[config.mk]
export PLATFORM = sky130hd
export DESIGN_NAME = axi_burst_master
export DESIGN_NICKNAME = d
export VERILOG_FILES = /design/src/rtl/axi_pkg.sv /design/src/rtl/axi_burst_master.sv
export SDC_FILE = /design/constraint.sdc
export NUM_CORES = 1
export LEC_CHECK = 0
export CORE_MARGIN = 5
export CORE_UTILIZATION = 37
export CTS_CLUSTER_DIAMETER = 30
export DETAILED_ROUTE_END_ITERATION = 10
export MAX_ROUTING_LAYER = met4
export PLACE_DENSITY = 0.88
export SYNTH_ARGS = -nofsm -noshare
export SYNTH_HDL_FRONTEND = slang
export SYNTH_SLANG_ARGS = --single-unit
[constraint.sdc]
create_clock -name ACLK -period 3.2 [get_ports ACLK]
set_input_delay 0.48 -clock ACLK [delete_from_list [all_inputs] [get_ports ACLK]]
set_output_delay 0.48 -clock ACLK [all_outputs]
set_load 0.05 [all_outputs]
[src/rtl/axi_pkg.sv]
//----------------------------------------------------------------------------
// axi_pkg : AXI4 response and FSM state types shared by master, slave, benches
// Rev 1.0
//----------------------------------------------------------------------------
`default_nettype none

package axi_pkg;

  typedef enum logic [1:0] {
    OKAY   = 2'b00,
    EXOKAY = 2'b01,
    SLVERR = 2'b10,
    DECERR = 2'b11
  } resp_t;

  typedef enum logic [2:0] {
    IDLE    = 3'd0,
    AW_ADDR = 3'd1,
    W_DATA  = 3'd2,
    B_RESP  = 3'd3,
    AR_ADDR = 3'd4,
    R_DATA  = 3'd5
  } state_t;

  localparam logic [1:0] BURST_INCR = 2'b01;

  // Response severity follows the encoding order, so the worst is the numeric max.
  function automatic logic [1:0] resp_max(input logic [1:0] a, input logic [1:0] b);
    return (a > b) ? a : b;
  endfunction

endpackage

`default_nettype wire

[src/rtl/axi_burst_master.sv]
//----------------------------------------------------------------------------
// axi_burst_master : single-outstanding AXI4 INCR burst initiator with streams
// Rev 1.0
//----------------------------------------------------------------------------
`default_nettype none

module axi_burst_master
  import axi_pkg::*;
#(
  parameter int DATA_WIDTH = 32,
  parameter int ADDR_WIDTH = 16
) (
  input  logic                  ACLK,
  input  logic                  ARESETn,
  input  logic                  cmd_valid,
  output logic                  cmd_ready,
  input  logic                  cmd_write,
  input  logic [ADDR_WIDTH-1:0] cmd_addr,
  input  logic [7:0]            cmd_len,
  input  logic [2:0]            cmd_size,
  input  logic [DATA_WIDTH-1:0] wr_data,
  input  logic                  wr_valid,
  output logic                  wr_ready,
  output logic [DATA_WIDTH-1:0] rd_data,
  output logic                  rd_valid,
  output logic                  rd_last,
  input  logic                  rd_ready,
  output logic                  done,
  output logic [1:0]            done_resp,
  output logic [ADDR_WIDTH-1:0] AWADDR,
  output logic [7:0]            AWLEN,
  output logic [2:0]            AWSIZE,
  output logic                  AWVALID,
  input  logic                  AWREADY,
  output logic [DATA_WIDTH-1:0] WDATA,
  output logic                  WLAST,
  output logic                  WVALID,
  input  logic                  WREADY,
  input  logic [1:0]            BRESP,
  input  logic                  BVALID,
  output logic                  BREADY,
  output logic [ADDR_WIDTH-1:0] ARADDR,
  output logic [7:0]            ARLEN,
  output logic [2:0]            ARSIZE,
  output logic                  ARVALID,
  input  logic                  ARREADY,
  input  logic [DATA_WIDTH-1:0] RDATA,
  input  logic [1:0]            RRESP,
  input  logic                  RLAST,
  input  logic                  RVALID,
  output logic                  RREADY
);

  localparam logic [2:0] SIZE_MAX = 3'($clog2(DATA_WIDTH / 8));

  state_t                state_q, state_d;
  logic [ADDR_WIDTH-1:0] addr_q, addr_d;
  logic [7:0]            len_q, len_d;
  logic [2:0]            size_q, size_d;
  logic [7:0]            cnt_q, cnt_d;
  logic [1:0]            acc_q, acc_d;
  logic                  perr_q, perr_d;
  logic                  done_q, done_d;
  logic [1:0]            done_resp_q, done_resp_d;
  logic                  beat_err;
  logic [1:0]            beat_resp;

  always_ff @(posedge ACLK or negedge ARESETn) begin
    if (!ARESETn) begin
      state_q <= IDLE;
    end else begin
      state_q <= state_d;
    end
  end

  always_ff @(posedge ACLK or negedge ARESETn) begin
    if (!ARESETn) begin
      addr_q      <= '0;
      len_q       <= '0;
      size_q      <= '0;
      cnt_q       <= '0;
      acc_q       <= '0;
      perr_q      <= 1'b0;
      done_q      <= 1'b0;
      done_resp_q <= '0;
    end else begin
      addr_q      <= addr_d;
      len_q       <= len_d;
      size_q      <= size_d;
      cnt_q       <= cnt_d;
      acc_q       <= acc_d;
      perr_q      <= perr_d;
      done_q      <= done_d;
      done_resp_q <= done_resp_d;
    end
  end

  always_comb begin
    state_d     = state_q;
    addr_d      = addr_q;
    len_d       = len_q;
    size_d      = size_q;
    cnt_d       = cnt_q;
    acc_d       = acc_q;
    perr_d      = perr_q;
    done_d      = 1'b0;
    done_resp_d = done_resp_q;
    beat_resp   = resp_max(acc_q, RRESP);
    beat_err    = RLAST ^ (cnt_q == len_q);
    case (state_q)
      IDLE: begin
        if (cmd_valid) begin
          addr_d = cmd_addr;
          len_d  = cmd_len;
          size_d = cmd_size;
          cnt_d  = '0;
          acc_d  = OKAY;
          perr_d = 1'b0;
          // Oversized beats are refused without touching the bus.
          if (cmd_size > SIZE_MAX) begin
            done_d      = 1'b1;
            done_resp_d = SLVERR;
          end else if (cmd_write) begin
            state_d = AW_ADDR;
          end else begin
            state_d = AR_ADDR;
          end
        end
      end
      AW_ADDR: if (AWREADY) state_d = W_DATA;
      W_DATA: begin
        if (wr_valid && WREADY) begin
          cnt_d = cnt_q + 8'd1;
          if (cnt_q == len_q) state_d = B_RESP;
        end
      end
      B_RESP: begin
        if (BVALID) begin
          done_d      = 1'b1;
          done_resp_d = resp_max(acc_q, BRESP);
          state_d     = IDLE;
        end
      end
      AR_ADDR: if (ARREADY) state_d = R_DATA;
      R_DATA: begin
        if (RVALID && rd_ready) begin
          cnt_d  = cnt_q + 8'd1;
          acc_d  = beat_resp;
          perr_d = perr_q | beat_err;
          // RLAST always ends the burst; a misplaced or missing RLAST flags SLVERR.
          if (RLAST) begin
            done_d      = 1'b1;
            state_d     = IDLE;
            done_resp_d = (perr_q | beat_err) ? resp_max(beat_resp, SLVERR) : beat_resp;
          end
        end
      end
      default: state_d = IDLE;
    endcase
  end

  always_comb begin
    cmd_ready = (state_q == IDLE);
    AWADDR    = addr_q;
    AWLEN     = len_q;
    AWSIZE    = size_q;
    AWVALID   = (state_q == AW_ADDR);
    ARADDR    = addr_q;
    ARLEN     = len_q;
    ARSIZE    = size_q;
    ARVALID   = (state_q == AR_ADDR);
    WDATA     = wr_data;
    WVALID    = 1'b0;
    WLAST     = 1'b0;
    wr_ready  = 1'b0;
    BREADY    = 1'b0;
    RREADY    = 1'b0;
    rd_data   = RDATA;
    rd_valid  = 1'b0;
    rd_last   = 1'b0;
    done      = done_q;
    done_resp = done_resp_q;
    case (state_q)
      W_DATA: begin
        WVALID   = wr_valid;
        WLAST    = (cnt_q == len_q);
        wr_ready = WREADY;
      end
      B_RESP: BREADY = 1'b1;
      R_DATA: begin
        RREADY   = rd_ready;
        rd_valid = RVALID;
        rd_last  = RLAST;
      end
      default: ;
    endcase
  end

endmodule

`default_nettype wire
======== Word-level counts from Yosys, hierarchy flattened ========
Cells that the tools add are included.
word-level totals
  bits in registers ....................... 44
  bits of input ports ..................... 107
  word-level logic and storage cells ...... 87
cells by class
  $add $sub $neg .......................... 1
  $lt $le $gt $ge ......................... 4
  equal/unequal tests ..................... 16
  muxes and demuxes ....................... 44
  bitwise operators ....................... 2
  reductions and logical operators ........ 11
operators with widths
  cell                 number
  $mux 3               10
  $mux 8               3
  $pmux 8 s3           1
  $mux 2               11
  $pmux 3 s6           1
  $mux 1               14
  $ne 2x2->1 const B   7
  $reduce_and 9->1     1
  $add 8x1->8 const B  1
  $eq 8x8->1           1
  $eq 3x2->1 const B   2
  $eq 3x3->1 const B   2
  $ne 2x1->1 const B   3
  $pmux 2 s3           1
  $reduce_and 6->1     1
  $reduce_bool 3->1    2
  $gt 2x2->1           2
  $pmux 2 s2           1
  $reduce_and 4->1     1
  $eq 3x1->1 const B   1
  $gt 3x2->1 const B   1
  $logic_not 3->1      1
  $pmux 1 s3           1
  $reduce_and 3->1     1
  7 further kinds      8

======== Logic depth before layout (Yosys ltp) ========
  depth after elaboration ................. 8
  gate-level depth with buffers ........... 8

======== Least setup slack after synthesis ========
Ideal clock, no wire load.
  path kind ............................... flip-flop to output port
  from .................................... reg state_q[1]
  to ...................................... out ARVALID
  arrival ................................. 1,792 ps
  data required time ...................... 2,720 ps
  slack ................................... 928 ps
  stages on the path, launching flop included .. 4
  buffers on the path ..................... 2
  path through ............................ dfrtp_1 buf_2 buf_1 nor3_1
between the ends
  cells in the longest elaborated chain, start to end .. 1
RTL lines
  what                    RTL line                 source
  from (decl)             axi_burst_master.sv:56   state_t state_q, state_d;
  from (signal assigned)  axi_burst_master.sv:72   state_q <= state_d;
  $eq 3x3->1              axi_burst_master.sv:171  ARVALID = (state_q == AR_ADDR);
  to (decl)               axi_burst_master.sv:45   output logic ARVALID,
No other way between the ends.

======== Worst setup path after layout ========
  from .................................... reg state_q[0]
  to ...................................... out rd_valid
between the ends
  cells in the longest elaborated chain, start to end .. 2
RTL lines
  what        RTL line                 source
  $eq 3x3->1  axi_burst_master.sv:183  case (state_q)
  $mux 1      axi_burst_master.sv:183
  to (decl)   axi_burst_master.sv:25   output logic rd_valid,
No other way between the ends.

==> reports/qor.yml <==
logic_synthesis:
  synth.cell_area_mm2: 0.00309
  ys_types: 56
  avgSynthCellArea_um2: 10.2
  netlist_instances: 304
  yosysWarnings: 0
  synth-seq-cells: 44
  seq_area_frac_synth_pct: 35.6
  synth_nets: 418
floorplan:
  dieArea_mm2: 0.0103
  rows: 33
  dieWidth_um: 101
  fp.coreArea_mm2: 0.00818
  initial_core_util_pct: 37.8
  dieHeight_um: 101
  boundaryPins: 238
drt:
  drcViolationCount: 0
  drtIter0Drc: 49
  viasPerCell: 4.93
  postRouteAntennaNets: 0
  dr.pass1.iters: 4
  vias: 2105
  routed_wl_mm: 6.62
  routedWlPerCell_um: 15.5
grt:
  grt_max_degree: 45
  grtUsageTotal_pct: 13.6
  antenna_found_initial: 0
  grt_pass1_wl_mm: 10.9
  grt-ovfl-total: 0
  grt_pass1_vias: 2256
critical_path:
  reg2reg_slack_ns: 1.15
  worstReg2RegStart: "state_q[0]"
  critPathCaptureType: "primary output"
  cp-start-kind: "register"
  rr_worst_depth: 4
  r2r_end: "ARLEN[5]"
  critPathKind: "reg -> out"
  required_ns: 2.72
  arrival_ns: 2.43
  crit_fanout: 15
clock_network:
  postCtsHoldBufs: 0
  cts_tree: "done"
  cts-root-buf: "clkbuf_8"
  ctsLongestPathBuffers: 2
  post_cts_buffers: 0
  clk_pin_slew_ns: 0.09
  cts_resized: 0
  cts_buffers: 5
  clock_latency_ns: 0.30
  h-tree-depth: 2
  cts.sink_count: 44
placement:
  dp_slack_ns: 0.613
  place_area_mm2: 0.00356
  numPortBuffers: 109
  dp_cells: 419
  dpl.hpwl_mm: 5.13
  globalplace.congestion: 0.887
timing:
  setup_tns_ns: 0
  rsz0062_at_grt: "no"
  drv_slew: 0
  fin_worst_skew_ns: 0.0123
  worst_slack_ns: 0.288
  fmaxAchievable_mhz: 343
  tightest_slew_ns: 0.987
  hold_ws_ns: 0.333
  max_slew_margin_pct: 34.2
  setup_viol: 0
  fin_crit_ns: 2.91
  hold_violations: 0
  fin_crit_sh_pct: 91.0
final_layout:
  fin_area_mm2: 0.00366
  diodes: 0
  nNetsFinal: 435
  finalNonFillerCells: 427
  fillCellCount: 755
  area_growth_pct: 18.4
  layout_commonest_cell: "clkdlybuf4s50_1"
  layout_common_cells: "clkdlybuf4s50_1, dfrtp_1, mux2_2"
  layout-drive-gt1-share_pct: 15.2
  utilization_pct: 44.8
power_and_ir_drop:
  leakagePower_nw: 1.49
  ir_drop_mv: 0.748
  p_per_area_mw_per_mm2: 1250
  finalPower_mw: 4.58
min_path:
  hold_class: "in -> async"
status:
  outcome: "finished, final reports clean"
flow_run:
  cap_violations: 0
how the worst max path moves through the flow:
| stage | to | cells after the start | start | slack, ns |
|---|---|---|---|---|
| 2_1_floorplan | ARVALID | 3 | state_q[1] | 0.93 |
| 3_5_place_dp | rd_valid | 3 | state_q[0] | 0.61 |
| 3_3_place_gp | rd_last | 3 | state_q[0] | 0.71 |
| 5_1_grt | rd_valid | 3 | state_q[0] | 0.16 |
| 4_1_cts | rd_valid | 3 | state_q[0] | 0.28 |
| 6_report | rd_valid | 3 | state_q[0] | 0.29 |
synthesized netlist by cell type, drive strengths merged:
cell type | n | area, um2
a211oi | 1 | 12.5
a21boi | 1 | 7.51
a21o | 1 | 7.51
a21oi | 3 | 15.0
a22o | 1 | 8.76
a31oi | 3 | 25.0
a32oi | 1 | 16.3
and2 | 7 | 43.8
and2b | 1 | 8.76
and3 | 1 | 6.26
and3b | 1 | 8.76
and4 | 1 | 8.76
buf | 100 | 754
dfrtp | 44 | 1100
ha | 7 | 87.6
inv | 13 | 48.8
mux2 | 27 | 304
mux2i | 2 | 20.0
nand2 | 9 | 41.3
nand2b | 2 | 12.5
nand3 | 4 | 20.0
nand3b | 2 | 18.8
nand4 | 3 | 18.8
nor2 | 15 | 56.3
nor3 | 6 | 35.0
nor3b | 2 | 20.0
o2111ai | 2 | 17.5
o211ai | 1 | 12.5
o21ai | 17 | 88.8
o21ba | 1 | 10.0
o221a | 2 | 22.5
o22a | 1 | 8.76
o22ai | 2 | 12.5
o2bb2ai | 1 | 8.76
o31ai | 6 | 73.8
o41ai | 1 | 16.3
or2 | 1 | 8.76
or3b | 1 | 11.3
xnor2 | 8 | 77.6
xor2 | 2 | 17.5
worst max-delay path: stages, from the launching register on:
cell and delay [ns]:
dfrtp_1 0.75, and3b_1 0.40, and2_1 0.18, clkdlybuf4s50_1 0.80
state kept, by name, summed over array words and instances, names as in the netlist, 2 cells and up:
signal	count
acc_q	2
cnt_q	8
done_resp	2
state_q	3
ARADDR	16
ARLEN	8
ARSIZE	3
kinds of logic (layout without fill, tap and decap cells):
group	after synthesis	after routing	share of synthesized area (%)
buf+inv	113	131	26.0
simple gates	56	56	10.3
compound gates	45	45	11.8
flops	44	44	35.6
mux	29	29	10.5
xor+xnor	10	10	3.07
fa+ha+maj	7	7	2.83
routing by layer:
metal	up-vias	track usage, %	wire (um)
li1	976	-	-
met1	997	15.7	2640
met2	102	22.0	3260
met3	30	3.79	521
met4	0	5.83	202
met5	-	-	0
report_power, final:
group,switching (mW),internal [mW],total [mW]
combinational,2.02,1.11,3.13
clock,0.196,0.175,0.371
sequential,0.286,0.794,1.08
cell type report:
| cell class | instances | area [um2] | share of cell area (%) |
|---|---|---|---|
| inverters | 13 | 48.8 | 1.33 |
| multi-input cells | 147 | 1190 | 32.5 |
| well taps | 105 | 131 | 3.59 |
| flip-flops and latches | 44 | 1100 | 30.1 |
| repair buffers | 110 | 1090 | 29.9 |
| clock buffers | 6 | 82.6 | 2.25 |
| clock inverters | 2 | 15.0 | 0.410 |
No activity file was read; power rests on OpenSTA's default activity.
